$ cat config.mk
export PLATFORM = sky130hd
export DESIGN_NAME = cheshire_reg_to_axi
export DESIGN_NICKNAME = d
export VERILOG_FILES = /design/src/rtl/cheshire_pkg.sv /design/src/rtl/cheshire_reg_to_axi.sv
export SDC_FILE = /design/constraint.sdc
export NUM_CORES = 1
export LEC_CHECK = 0
export CAP_MARGIN = 10
export CORE_AREA = 5 5 169 171
export CTS_CLUSTER_DIAMETER = 120
export CTS_CLUSTER_SIZE = 20
export DETAILED_ROUTE_END_ITERATION = 7
export DIE_AREA = 0 0 174 176
export GPL_TIMING_DRIVEN = 0
export SLEW_MARGIN = 40
export SYNTH_ARGS = -nofsm -noshare
export SYNTH_HDL_FRONTEND = slang
export SYNTH_SLANG_ARGS = --single-unit
$ cat constraint.sdc
create_clock -name clk_i -period 4.74 [get_ports clk_i]
set_clock_uncertainty 0.15 [all_clocks]
set_input_delay 0.948 -clock clk_i [delete_from_list [all_inputs] [get_ports clk_i]]
set_output_delay 0.948 -clock clk_i [all_outputs]
set_load 0.02 [all_outputs]
$ cat src/rtl/cheshire_pkg.sv
// Shared cheshire typedefs: regbus a48/d32 and AXI a48/d64 master bundles.
// Also holds crossbar ID planning constants.
package cheshire_pkg;

  localparam int unsigned AXI_ID_W   = 2;
  localparam int unsigned AXI_ADDR_W = 48;
  localparam int unsigned AXI_DATA_W = 64;
  localparam int unsigned AXI_STRB_W = AXI_DATA_W / 8;
  localparam int unsigned AXI_USER_W = 1;

  localparam int unsigned REG2AXI_ID = 0;

  localparam logic [1:0] AXI_BURST_INCR = 2'b01;
  localparam logic [1:0] AXI_RESP_OKAY  = 2'b00;
  localparam logic [2:0] AXI_SIZE_4B    = 3'd2;

  typedef struct packed {
    logic [47:0] addr;
    logic        write;
    logic [31:0] wdata;
    logic [3:0]  wstrb;
    logic        valid;
  } reg_a48_d32_req_t;

  typedef struct packed {
    logic [31:0] rdata;
    logic        error;
    logic        ready;
  } reg_a48_d32_rsp_t;

  typedef struct packed {
    logic [AXI_ID_W-1:0]   id;
    logic [AXI_ADDR_W-1:0] addr;
    logic [7:0]            len;
    logic [2:0]            size;
    logic [1:0]            burst;
    logic                  lock;
    logic [3:0]            cache;
    logic [2:0]            prot;
    logic [3:0]            qos;
    logic [3:0]            region;
    logic [5:0]            atop;
    logic [AXI_USER_W-1:0] user;
  } axi_a48_aw_t;

  typedef struct packed {
    logic [AXI_DATA_W-1:0] data;
    logic [AXI_STRB_W-1:0] strb;
    logic                  last;
    logic [AXI_USER_W-1:0] user;
  } axi_d64_w_t;

  typedef struct packed {
    logic [AXI_ID_W-1:0]   id;
    logic [1:0]            resp;
    logic [AXI_USER_W-1:0] user;
  } axi_b_t;

  typedef struct packed {
    logic [AXI_ID_W-1:0]   id;
    logic [AXI_ADDR_W-1:0] addr;
    logic [7:0]            len;
    logic [2:0]            size;
    logic [1:0]            burst;
    logic                  lock;
    logic [3:0]            cache;
    logic [2:0]            prot;
    logic [3:0]            qos;
    logic [3:0]            region;
    logic [AXI_USER_W-1:0] user;
  } axi_a48_ar_t;

  typedef struct packed {
    logic [AXI_ID_W-1:0]   id;
    logic [AXI_DATA_W-1:0] data;
    logic [1:0]            resp;
    logic                  last;
    logic [AXI_USER_W-1:0] user;
  } axi_d64_r_t;

  typedef struct packed {
    axi_a48_aw_t aw;
    logic        aw_valid;
    axi_d64_w_t  w;
    logic        w_valid;
    logic        b_ready;
    axi_a48_ar_t ar;
    logic        ar_valid;
    logic        r_ready;
  } axi_a48_d64_mst_u0_req_t;

  typedef struct packed {
    logic       aw_ready;
    logic       ar_ready;
    logic       w_ready;
    logic       b_valid;
    axi_b_t     b;
    logic       r_valid;
    axi_d64_r_t r;
  } axi_a48_d64_mst_u0_resp_t;

endpackage

$ cat src/rtl/cheshire_reg_to_axi.sv
// Regbus to AXI bridge: one single-beat 32-bit AXI transfer per regbus request.
// Only one transaction is ever outstanding.
module cheshire_reg_to_axi
  import cheshire_pkg::*;
#(
  parameter int unsigned AxiId = REG2AXI_ID,
  parameter type reg_req_t = reg_a48_d32_req_t,
  parameter type reg_rsp_t = reg_a48_d32_rsp_t,
  parameter type axi_req_t = axi_a48_d64_mst_u0_req_t,
  parameter type axi_rsp_t = axi_a48_d64_mst_u0_resp_t
) (
  input  logic     clk_i,
  input  logic     rst_ni,
  input  reg_req_t reg_req_i,
  output reg_rsp_t reg_rsp_o,
  output axi_req_t axi_req_o,
  input  axi_rsp_t axi_rsp_i,
  output logic     busy_o
);

  typedef enum logic [2:0] {
    IDLE,
    CHK,
    WR_REQ,
    WR_RSP,
    RD_REQ,
    RD_RSP,
    DONE
  } state_e;

  state_e state_q, state_d;

  logic [47:0] addr_q;
  logic        write_q;
  logic [31:0] wdata_q;
  logic [3:0]  wstrb_q;
  logic        aw_done_q;
  logic        w_done_q;
  logic [31:0] rdata_q;
  logic        error_q;

  logic        misaligned;
  logic        hi_lane;
  logic        aw_hs;
  logic        w_hs;
  logic        ar_hs;
  logic        b_hs;
  logic        r_hs;
  logic [31:0] r_lane;

  assign misaligned = addr_q[1:0] != 2'b00;
  assign hi_lane    = addr_q[2];

  assign aw_hs = axi_req_o.aw_valid & axi_rsp_i.aw_ready;
  assign w_hs  = axi_req_o.w_valid  & axi_rsp_i.w_ready;
  assign ar_hs = axi_req_o.ar_valid & axi_rsp_i.ar_ready;
  assign b_hs  = axi_req_o.b_ready  & axi_rsp_i.b_valid;
  assign r_hs  = axi_req_o.r_ready  & axi_rsp_i.r_valid;

  assign r_lane = hi_lane ? axi_rsp_i.r.data[63:32]
                          : axi_rsp_i.r.data[31:0];

  logic unused_rsp;
  assign unused_rsp = ^{axi_rsp_i.b.id, axi_rsp_i.b.user,
                        axi_rsp_i.r.id, axi_rsp_i.r.user};

  always_ff @(posedge clk_i or negedge rst_ni) begin
    if (!rst_ni) begin
      state_q <= IDLE;
    end else begin
      state_q <= state_d;
    end
  end

  always_comb begin
    state_d = state_q;
    unique case (state_q)
      IDLE:   if (reg_req_i.valid) state_d = CHK;
      CHK: begin
        if (misaligned)   state_d = DONE;
        else if (write_q) state_d = WR_REQ;
        else              state_d = RD_REQ;
      end
      WR_REQ: begin
        if ((aw_done_q | aw_hs) && (w_done_q | w_hs))
          state_d = WR_RSP;
      end
      WR_RSP: if (b_hs)  state_d = DONE;
      RD_REQ: if (ar_hs) state_d = RD_RSP;
      RD_RSP: if (r_hs)  state_d = DONE;
      DONE:   state_d = IDLE;
      default: state_d = IDLE;
    endcase
  end

  // Request latch, per-channel done flags and the response registers
  always_ff @(posedge clk_i or negedge rst_ni) begin
    if (!rst_ni) begin
      addr_q    <= '0;
      write_q   <= 1'b0;
      wdata_q   <= '0;
      wstrb_q   <= '0;
      aw_done_q <= 1'b0;
      w_done_q  <= 1'b0;
      rdata_q   <= '0;
      error_q   <= 1'b0;
    end else begin
      unique case (state_q)
        IDLE: begin
          if (reg_req_i.valid) begin
            addr_q    <= reg_req_i.addr;
            write_q   <= reg_req_i.write;
            wdata_q   <= reg_req_i.wdata;
            wstrb_q   <= reg_req_i.wstrb;
            aw_done_q <= 1'b0;
            w_done_q  <= 1'b0;
          end
        end
        CHK: begin
          rdata_q <= '0;
          error_q <= misaligned;
        end
        WR_REQ: begin
          if (aw_hs) aw_done_q <= 1'b1;
          if (w_hs)  w_done_q  <= 1'b1;
        end
        WR_RSP: begin
          if (b_hs) error_q <= axi_rsp_i.b.resp != AXI_RESP_OKAY;
        end
        RD_RSP: begin
          if (r_hs) begin
            rdata_q <= r_lane;
            error_q <= (axi_rsp_i.r.resp != AXI_RESP_OKAY)
                     | ~axi_rsp_i.r.last;
          end
        end
        default: ;
      endcase
    end
  end

  always_comb begin
    axi_req_o = '0;

    axi_req_o.aw.id    = AXI_ID_W'(AxiId);
    axi_req_o.aw.addr  = addr_q;
    axi_req_o.aw.size  = AXI_SIZE_4B;
    axi_req_o.aw.burst = AXI_BURST_INCR;

    axi_req_o.w.data = {wdata_q, wdata_q};
    axi_req_o.w.strb = hi_lane ? {wstrb_q, 4'b0000}
                               : {4'b0000, wstrb_q};
    axi_req_o.w.last = 1'b1;

    axi_req_o.ar.id    = AXI_ID_W'(AxiId);
    axi_req_o.ar.addr  = addr_q;
    axi_req_o.ar.size  = AXI_SIZE_4B;
    axi_req_o.ar.burst = AXI_BURST_INCR;

    axi_req_o.aw_valid = (state_q == WR_REQ) & ~aw_done_q;
    axi_req_o.w_valid  = (state_q == WR_REQ) & ~w_done_q;
    axi_req_o.b_ready  = state_q == WR_RSP;
    axi_req_o.ar_valid = state_q == RD_REQ;
    axi_req_o.r_ready  = state_q == RD_RSP;

    reg_rsp_o = '0;
    if (state_q == DONE) begin
      reg_rsp_o.ready = 1'b1;
      reg_rsp_o.rdata = rdata_q;
      reg_rsp_o.error = error_q;
    end

    busy_o = state_q != IDLE;
  end

endmodule

==> results.sh <==
export IMPL_synth_enable_flop_cells=0
export IMPL_path_delay_family="buffers and inverters"
export IMPL_cts_root_buf="clkbuf_16"
export IMPL_rrSetupSlack_ns=2.61
export IMPL_setup_violations=0
export IMPL_power_density_nw_per_um2=692
export IMPL_worstReg2RegEnd="rdata_q[30]$_DFFE_PN0P_"
export IMPL_synthCells=571
export IMPL_grt_pass1_wl_um=35600
export IMPL_cts_resized=0
export IMPL_layout_min_cycle_time_ns=3.81
export IMPL_slowest_delay_ns=0.66
export IMPL_crit_chain="buf_6 -> inv_1 -> and3_1 -> clkbuf_1 -> clkbuf_1 -> and2_1 -> clkdlybuf4s50_1"
export IMPL_antenna_found_initial=0
export IMPL_r2r_cells=5
export IMPL_grt_pass1_vias=5993
export IMPL_synth_cell_type_count=37
export IMPL_io_pin_count=448
export IMPL_drt_iter0_drc=95
export IMPL_slew_headroom_pct=58.2
export IMPL_synth_top_cell_area_share_pct=44.2
export IMPL_crit_top_cell="clkbuf_1"
export IMPL_fill_cells=2504
export IMPL_rows=60
export IMPL_start_util_pct=26.0
export IMPL_vias=5456
export IMPL_r2r_start="addr_q[2]$_DFFE_PN0P_"
export IMPL_postCtsSetupRepairBufs=0
export IMPL_end_kind="output pin"
export IMPL_placed_area_um2=11400
export IMPL_cp_max_fo=10
export IMPL_hold_viol=0
export IMPL_gp_congestion=0.773
export IMPL_h_tree_depth=4
export IMPL_synth_area_per_cell_um2=12.2
export IMPL_cp_slowest_cell="clkdlybuf4s50_1"
export IMPL_port_buffer_count=369
export IMPL_holdCritPathClass="primary input to asynchronous set/reset pin"
export IMPL_wl_per_cell_um=17.2
export IMPL_crit_buf_inv=5
export IMPL_final_design_area_no_fill_um2=12000
export IMPL_worstPathArrival_ns=2.71
export IMPL_diodes=0
export IMPL_firstDrtPassIters=4
export IMPL_dp_hpwl_um=19100
export IMPL_rsz0062_at_grt="no"
export IMPL_grt_max_degree=67
export IMPL_critPathKind="flop to output pin"
export IMPL_core_area_um2=26700
export IMPL_clock_sinks=123
export IMPL_ys_ff_latch=123
export IMPL_period_share_pct=80.4
export IMPL_report_final_slew_viol_count=0
export IMPL_groute_usage_overall_pct=15.0
export IMPL_syn_area_um2=6960
export IMPL_irDropWorstVdd_uv=397
export IMPL_drv_cap=0
export IMPL_tightest_slew_ns=0.627
export IMPL_dieArea_um2=30600
export IMPL_ys_seq_area_share_pct=44.2
export IMPL_cts_buffers=17
export IMPL_p_leak_nw=5.48
export IMPL_yosysWarnings=0
export IMPL_path_clk_slew_ns=0.07
export IMPL_cts_tree="yes"
export IMPL_ys_top_cells_by_count="buf_4 (155), dfrtp_1 (123), mux2_2 (64), mux2_4 (50), nor2_1 (39)"
export IMPL_die_w_um=174
export IMPL_layout_cells_non_filler=1384
export IMPL_syn_to_final_growth_pct=72.1
export IMPL_nets=1198
export IMPL_cp_startpoint="state_q[0]$_DFFE_PN0P_"
export IMPL_cp_start_kind="flop"
export IMPL_fmax_mhz=262
export IMPL_overflow=0
export IMPL_dp_cells=1352
export IMPL_clk_latency_ns=0.41
export IMPL_synth_flop_cell="dfrtp_1"
export IMPL_viasPerCell=3.94
export IMPL_ant_nets=0
export IMPL_hold_buffers=0
export IMPL_status="complete, no violations"
export IMPL_wirelength_um=23800
export IMPL_drc=0
export IMPL_required_ns=3.64
export IMPL_die_y_um=176
export IMPL_synth_async_reset_ratio_pct=100
export IMPL_drive_gt1_share_pct=31.0
export IMPL_netlist_top_cells_area="dfrtp_1 (44%), buf_4 (17%), mux2_4 (11%)"
export IMPL_synth_most_common_cell="buf_4"
export IMPL_clock_path_buffers=2
export IMPL_synth_area_leader_cell="dfrtp_1"
export IMPL_utilization_pct=44.8
==> report_power, final <==
part	total [mW]	internal, mW	switching [mW]
Sequential	1.97	1.54	0.434
Clock	1.35	0.798	0.550
Combinational	4.96	2.77	2.19
==> metal layers <==
metal	track usage [%]	part of all wire, %	up-vias
met4	3.63	1.1	0
met3	6.06	9.0	17
met2	26.6	51	277
li1	-	-	2598
met5	0	0	-
met1	17.1	39	2564
==> how the worst max path moves through the flow <==
stage                                    to  slack, ns  cells past startpoint
floorplan                     reg_rsp_o[24]       2.10                      6
global placement    wdata_q[18]$_DFFE_PN0P_      -2.82                      1
detailed placement            reg_rsp_o[32]       1.29                      7
CTS                           reg_rsp_o[32]       0.84                      7
global route                  reg_rsp_o[32]       0.69                      7
finish                        reg_rsp_o[32]       0.93                      7
==> area by class of cell <==
cell class,instances,area (um2),share of cell area (%)
inverter,5,18.8,0.157
multi-input combinational,334,2760,23.0
clock inverter,14,173,1.44
tap,341,427,3.56
clock buffer,18,429,3.58
sequential,123,3080,25.7
buffer,179,1370,11.4
timing repair buffer,370,3730,31.1
==> worst register-to-register path, cell delays in order (launching register included) <==
cell and delay, ns:
dfrtp_1 0.40, clkbuf_1 0.29, clkbuf_1 0.44, mux2i_1 0.39, nor2_1 0.06, mux2_2 0.28
==> kinds of logic after synthesis <==
kind of cell | Yosys count | share of synthesized area, %
xor gates and xnor gates | 1 | 0.126
AOI/OAI and AO/OA | 12 | 1.21
DFF | 123 | 44.2
and+or+nand+nor | 98 | 7.86
muxes | 151 | 26.5
other | 2 | 0.108
buffers and inverters | 184 | 19.9
==> per-stage QoR <==
step / setup WS [ns] / hold WS, ns / total power, mW / TNS [ns]
final: 0.928 / 0.297 / 8.28 / 0
after global routing: 0.686 / 0.327 / 8.75 / 0
after CTS: 0.839 / 0.315 / 8.42 / 0
after detailed placement: 1.29 / 0.320 / 7.00 / 0
after global placement: -2.82 / 0.309 / 6.98 / -345.48
after floorplan: 2.10 / 0.299 / 4.80 / 0
==> registers in the layout (all words and copies together), names as in the netlist <==
| signal | count |
|---|---|
| addr_q | 48 |
| aw_done_q | 1 |
| error_q | 1 |
| rdata_q | 32 |
| state_q | 3 |
| w_done_q | 1 |
| wdata_q | 32 |
| write_q | 1 |
| wstrb_q | 4 |
==> placed cells by master, fill, tap and decap left out, types with 2 or more instances in the layout <==
cell,instances
nor2_1,39
bufinv_16,2
nand2b_1,2
a21oi_1,4
inv_6,6
and3b_1,2
mux2_4,50
clkdlybuf4s50_1,368
conb_1,72
buf_2,7
or2_2,2
inv_1,4
clkinv_4,3
nor2b_1,5
mux2_2,64
inv_8,3
mux2_1,3
clkbuf_1,11
clkbuf_16,17
nor3_1,2
or3b_2,2
and2_1,37
dfrtp_1,123
buf_4,155
o31ai_1,2
mux2i_1,34
buf_12,6
Note: power is estimated with default switching activity, not from simulation.
